$ cat src/rtl/uart_tx_sequencer_pkg.sv
// uart_tx_sequencer_pkg: shared widths, UART register map, sequencer states and CTRL layout
package uart_tx_sequencer_pkg;
  localparam int DATA_W = 32;
  localparam int TX_FULL_BIT = 31;
  localparam int CTRL_TX_START = 0;
  localparam int CTRL_STOP2 = 1;
  typedef enum logic [DATA_W-1:0] {
    UART_BAUD_REG    = 32'h0000_0004,
    UART_CTRL_REG    = 32'h0000_0008,
    UART_TX_DATA_REG = 32'h0000_000C
  } uart_registers_e;
  typedef enum logic [2:0] {WAIT, CFG_BAUD, CFG_CTRL, IDLE, POLL, WRITE} seq_state_e;
  function automatic logic [DATA_W-1:0] ctrl_word(input logic two_stop);
    ctrl_word = '0;
    ctrl_word[CTRL_TX_START] = 1'b1;
    ctrl_word[CTRL_STOP2] = two_stop;
  endfunction
endpackage

$ cat src/rtl/uart_tx_sequencer_fifo.sv
// uart_byte_fifo: synchronous byte FIFO with occupancy count
module uart_byte_fifo #(
  parameter int DEPTH = 8
) (
  input  logic                     clk,
  input  logic                     reset,
  input  logic                     push,
  input  logic                     pop,
  input  logic [7:0]               din,
  output logic [7:0]               dout,
  output logic                     full,
  output logic                     empty,
  output logic [$clog2(DEPTH):0]   count
);
  localparam int AW = $clog2(DEPTH);
  logic [7:0] mem [DEPTH];
  logic [AW-1:0] wr, rd;
  logic push_ok, pop_ok;
  assign push_ok = push && !full;
  assign pop_ok = pop && !empty;
  assign full = count == (AW+1)'(DEPTH);
  assign empty = count == '0;
  assign dout = mem[rd];
  always_ff @(posedge clk or negedge reset)
    if (!reset) begin
      wr <= '0;
      rd <= '0;
      count <= '0;
    end else begin
      if (push_ok) wr <= wr + AW'(1);
      if (pop_ok) rd <= rd + AW'(1);
      count <= count + (AW+1)'(push_ok) - (AW+1)'(pop_ok);
    end
  always_ff @(posedge clk)
    if (push_ok) mem[wr] <= din;
endmodule

$ cat src/rtl/uart_tx_sequencer.sv
// uart_tx_sequencer: configures the UART and streams buffered bytes to TX_DATA, yielding to the core
module uart_tx_sequencer
  import uart_tx_sequencer_pkg::*;
#(
  parameter int                FIFO_DEPTH   = 8,
  parameter logic [DATA_W-1:0] BAUD_DEFAULT = 32'd115200,
  parameter int                POLL_LIMIT   = 1024
) (
  input  logic                          clk,
  input  logic                          reset,
  input  logic                          cfg_start,
  input  logic [DATA_W-1:0]             cfg_baud,
  input  logic                          cfg_two_stop,
  input  logic                          s_valid,
  input  logic [7:0]                    s_data,
  output logic                          s_ready,
  input  logic                          cpu_req,
  input  logic                          cpu_we,
  input  logic [DATA_W-1:0]             cpu_addr,
  input  logic [DATA_W-1:0]             cpu_wdata,
  output logic [DATA_W-1:0]             cpu_rdata,
  output logic                          cpu_gnt,
  output logic                          uart_sel,
  output logic                          uart_we,
  output logic                          uart_re,
  output logic [DATA_W-1:0]             address,
  output logic [DATA_W-1:0]             data_in,
  input  logic [DATA_W-1:0]             read_out,
  output logic [$clog2(FIFO_DEPTH):0]   fifo_count,
  output logic                          cfg_done,
  output logic                          tx_stall
);
  localparam int PW = $clog2(POLL_LIMIT + 1);
  seq_state_e state;
  logic [DATA_W-1:0] baud;
  logic two_stop, cfg_pend, full, empty, pop, busy;
  logic [PW-1:0] poll_cnt;
  logic [7:0] head;
  assign busy = read_out[TX_FULL_BIT];
  assign pop = state == WRITE && !cpu_req;
  assign s_ready = !full;
  assign cpu_gnt = cpu_req;
  assign cpu_rdata = read_out;
  uart_byte_fifo #(.DEPTH(FIFO_DEPTH)) u_fifo (
    .clk(clk), .reset(reset), .push(s_valid && !full), .pop(pop), .din(s_data),
    .dout(head), .full(full), .empty(empty), .count(fifo_count)
  );
  // Core access wins: the FSM freezes for the cycle so its own access is simply retried.
  always_ff @(posedge clk or negedge reset)
    if (!reset) begin
      state <= WAIT;
      baud <= BAUD_DEFAULT;
      two_stop <= 1'b0;
      cfg_pend <= 1'b1;
      cfg_done <= 1'b0;
      tx_stall <= 1'b0;
      poll_cnt <= '0;
    end else begin
      if (!cpu_req)
        case (state)
          WAIT: begin
            state <= CFG_BAUD;
            cfg_pend <= 1'b0;
          end
          CFG_BAUD: state <= CFG_CTRL;
          CFG_CTRL: begin
            state <= IDLE;
            cfg_done <= 1'b1;
          end
          IDLE:
            if (cfg_pend) begin
              state <= CFG_BAUD;
              cfg_pend <= 1'b0;
              cfg_done <= 1'b0;
            end else if (!empty) begin
              state <= POLL;
              poll_cnt <= '0;
            end
          POLL:
            if (!busy) state <= WRITE;
            else if (poll_cnt != PW'(POLL_LIMIT)) begin
              poll_cnt <= poll_cnt + PW'(1);
              if (poll_cnt == PW'(POLL_LIMIT - 1)) tx_stall <= 1'b1;
            end
          WRITE: state <= IDLE;
          default: state <= WAIT;
        endcase
      if (cfg_start) begin
        baud <= cfg_baud;
        two_stop <= cfg_two_stop;
        cfg_pend <= 1'b1;
        tx_stall <= 1'b0;
        poll_cnt <= '0;
      end
    end
  assign uart_sel = cpu_req || !(state inside {WAIT, IDLE});
  assign uart_we = cpu_req ? cpu_we : state inside {CFG_BAUD, CFG_CTRL, WRITE};
  assign uart_re = cpu_req ? !cpu_we : state == POLL;
  assign address = cpu_req ? cpu_addr :
                   state == CFG_BAUD ? UART_BAUD_REG :
                   state == CFG_CTRL ? UART_CTRL_REG :
                   state inside {POLL, WRITE} ? UART_TX_DATA_REG : '0;
  assign data_in = cpu_req ? cpu_wdata :
                   state == CFG_BAUD ? baud :
                   state == CFG_CTRL ? ctrl_word(two_stop) :
                   state == WRITE ? {24'b0, head} : '0;
endmodule

$ cat config.mk
export PLATFORM = sky130hd
export DESIGN_NAME = uart_tx_sequencer
export DESIGN_NICKNAME = d
export VERILOG_FILES = /design/src/rtl/uart_tx_sequencer_pkg.sv /design/src/rtl/uart_tx_sequencer_fifo.sv /design/src/rtl/uart_tx_sequencer.sv
export SDC_FILE = /design/constraint.sdc
export NUM_CORES = 1
export LEC_CHECK = 0
export ABC_AREA = 1
export BUFFER_PORTS_ARGS = -buffer_cell sky130_fd_sc_hd__buf_2
export CAP_MARGIN = 0
export CORE_MARGIN = 2
export CORE_UTILIZATION = 45
export DETAILED_ROUTE_END_ITERATION = 8
export PLACE_DENSITY = 0.74
export SLEW_MARGIN = 20
export SYNTH_ARGS = -nofsm -noshare
export SYNTH_HDL_FRONTEND = slang
export SYNTH_SLANG_ARGS = --single-unit
$ cat constraint.sdc
create_clock -name clk -period 2.25 [get_ports clk]
set_input_delay 0.45 -clock clk [delete_from_list [all_inputs] [get_ports clk]]
set_output_delay 0.45 -clock clk [all_outputs]
set_load 0.01 [all_outputs]
==> flow_summary.toml <==
[synth]
synth_edf_count = 64
synth-async-reset-ratio = 0.484
avgSynthCellArea_um2 = 8.65
synth_warnings = 0
synth-seq-area-share = 0.520
synth_cells = 762
synth_top_flop_cell = "edfxtp_1"
syn-num-nets = 916
syn_area_um2 = 6590
ys_seq_elements = 124
synth.distinct_cells = 39

[hold_path]
worstHoldPathType = "input pin to register"
hold_path_end = "baud[12]"
hold_depth = 3
min_from = "cfg_baud[12]"

[clocking]
htreeDepth = 4
root_buffer = "clkbuf_16"
clk_pin_slew_ns = 0.06
cts_made_buffers = 17
cts.sinks = 124
cts_tree = "done"
cts_buffer_depth = 2
worstSkewPairLatency_ns = 0.42

[global_route]
grt_overflow = 0
grt_first_pass_wirelength_um = 27600
grt_usage = 0.228
grt_pass1_vias = 5305
antenna_found_initial = 1
grt_max_degree = 71

[layout]
final_common_cell = "buf_2"
area_delta_synth_final_pct = 30.5
nets = 1105
final_layout_size_suffix_gt1_frac = 0.358
utilization = 0.596
register_area_um2 = 3430
nFillCells = 1210
layout_common_cells = "187 x buf_2, 179 x nand2_1, 92 x inv_1, 78 x nor2_1, 64 x edfxtp_1"
stdcell_area_um2 = 8600
multi_input_area_um2 = 2450
stdcell_count = 1149

[worst_setup_path]
start_kind = "register"
worstSetupEndpointType = "output pin"
cp.required_ns = 1.80
crit_start = "u_fifo.rd[0]"
rrSetupSlack_ns = 0.09
r2r_cells = 11
cp.arrival_ns = 1.94
critPathMaxFanout = 9
worstReg2RegEnd = "u_fifo.count[1]"
worstSetupPathType = "register to output pin"
r2r-start = "state[2]"

[routing]
antenna_left = 0
routedWlPerCell_um = 16.2
via_count = 5739
routed_wl_um = 18600
drc = 0
drtPass1Iterations = 5
vias_per_cell = 4.99
drtIter0Drc = 479

[status]
status = "complete, but fails checks"
violations = "negative setup slack"

[floorplan]
fp.dieH_um = 125
std_cell_rows = 44
core_um2 = 14400
dieArea_um2 = 15600
start_util = 0.457
die_width_um = 125
io_pins = 250

[timing]
fin_crit_ns = 2.39
setup_slack_ns = -0.145
relSlewSlack = 0.531
final-max-slew-violation-count = 0
rsz0062_at_grt = "yes"
fin_skew_ns = 0.00764
tightest_slew_ns = 0.704
fmax_mhz = 418
min_period_over_period = 1.06
hold_slack_ns = 0.238
hold_viol = 0
finalSetupViolCount = 8

[pwr]
worst_ir_drop_vdd_uv = 602
p_per_area_nw_per_um2 = 1050
total_power_uw = 9020
p_leak_uw = 0.00424

[job]
drv_cap = 0

[placement]
hpwl_um = 12400
io_buffers = 187
placed_area_um2 = 7540
gp_congestion = 0.827
place_inst = 1095
layer usage:
| metal | share of wire | up-vias | wire length (µm) | track usage |
|---|---|---|---|---|
| met1 | 0.38 | 2667 | 7130 | 0.265 |
| li1 | - | 2797 | - | - |
| met4 | 0.020 | 0 | 378 | 0.0915 |
| met5 | 0 | - | 0 | 0.00619 |
| met3 | 0.074 | 27 | 1380 | 0.0672 |
| met2 | 0.52 | 248 | 9700 | 0.395 |
worst max path at each step:
| stage | to | slack, ns | depth (start not counted) |
|---|---|---|---|
| after floorplan | u_fifo.count[2] | 0.21 | 11 |
| after global placement | u_fifo.count[1] | 0.22 | 11 |
| after detailed placement | u_fifo.count[2] | 0.09 | 11 |
| after CTS | data_in[0] | -0.04 | 8 |
| after global routing | data_in[6] | -0.24 | 8 |
| final | data_in[6] | -0.14 | 8 |
power breakdown:
part | internal (µW) | switching (µW)
Clock | 1700 | 1050
Combinational | 1400 | 1910
Sequential | 2770 | 190
Total | 5870 | 3150
cell families after synthesis:
group           Yosys count  synth area share
fa+ha+maj                11            0.0220
buf+inv                 165             0.122
flops                   124             0.520
simple gates            328             0.208
compound gates          128             0.119
xor+xnor                  6           0.00797
per-stage QoR:
stage | setup WS [ns] | TNS [ns]
after floorplan | 0.215 | 0
after global placement | 0.219 | 0
after detailed placement | 0.0866 | 0
after CTS | -0.0372 | -0.173
after global routing | -0.243 | -1.96
final | -0.145 | -0.348
state kept, by name (all words and copies together) (netlist names):
signal / count
cfg_pend: 1
cfg_done: 1
tx_stall: 1
u_fifo.count: 4
baud: 32
poll_cnt: 11
state: 3
u_fifo.mem: 64
u_fifo.wr: 3
two_stop: 1
u_fifo.rd: 3
Yosys cell counts, types with 3 or more instances:
master      n  area share
nand2_1   183        0.10
inv_1      93       0.053
nor2_1     82       0.047
o21ai_0    66       0.050
edfxtp_1   64        0.29
dfrtp_1    55        0.21
nand3_1    39       0.030
buf_4      37       0.042
o21ai_2    29       0.039
a21oi_1    19       0.014
clkbuf_1   17      0.0097
ha_1       10       0.019
o211ai_1    7      0.0080
buf_2       6      0.0046
nand2_2     6      0.0057
nand4_1     6      0.0057
dfstp_2     5       0.020
inv_2       5      0.0028
xor2_1      4      0.0053
buf_6       3      0.0051
nor2_4      3      0.0051
critical path, stage by stage (launching register included):
cell      delay (ns)
dfrtp_2         0.49
buf_6           0.16
buf_16          0.13
nand2_2         0.06
o211ai_1        0.09
nand3_1         0.14
nand3_2         0.11
a21oi_2         0.18
buf_2           0.16
layout make-up:
type                    instances  area share
diodes                          1    0.000291
inverters                     100      0.0464
repair inverters                2     0.00204
multi-input cells             473       0.285
clock buffers                  21      0.0578
well taps                     184      0.0268
clock inverters                11      0.0122
flip-flops and latches        124       0.399
repair buffers                233       0.170
repair_timing:
action / 4_1_cts / 5_1_grt
setup endpoints to repair: 32 / 35
gates resized for setup: 24 / 38
setup buffers: 10 / 3
hold buffers: 1 / 0
gates cloned: 2 / 6
endpoints found under the hold margin: 17 / 0
pin swaps: 2 / 26
(Power assumes the default switching activity.)
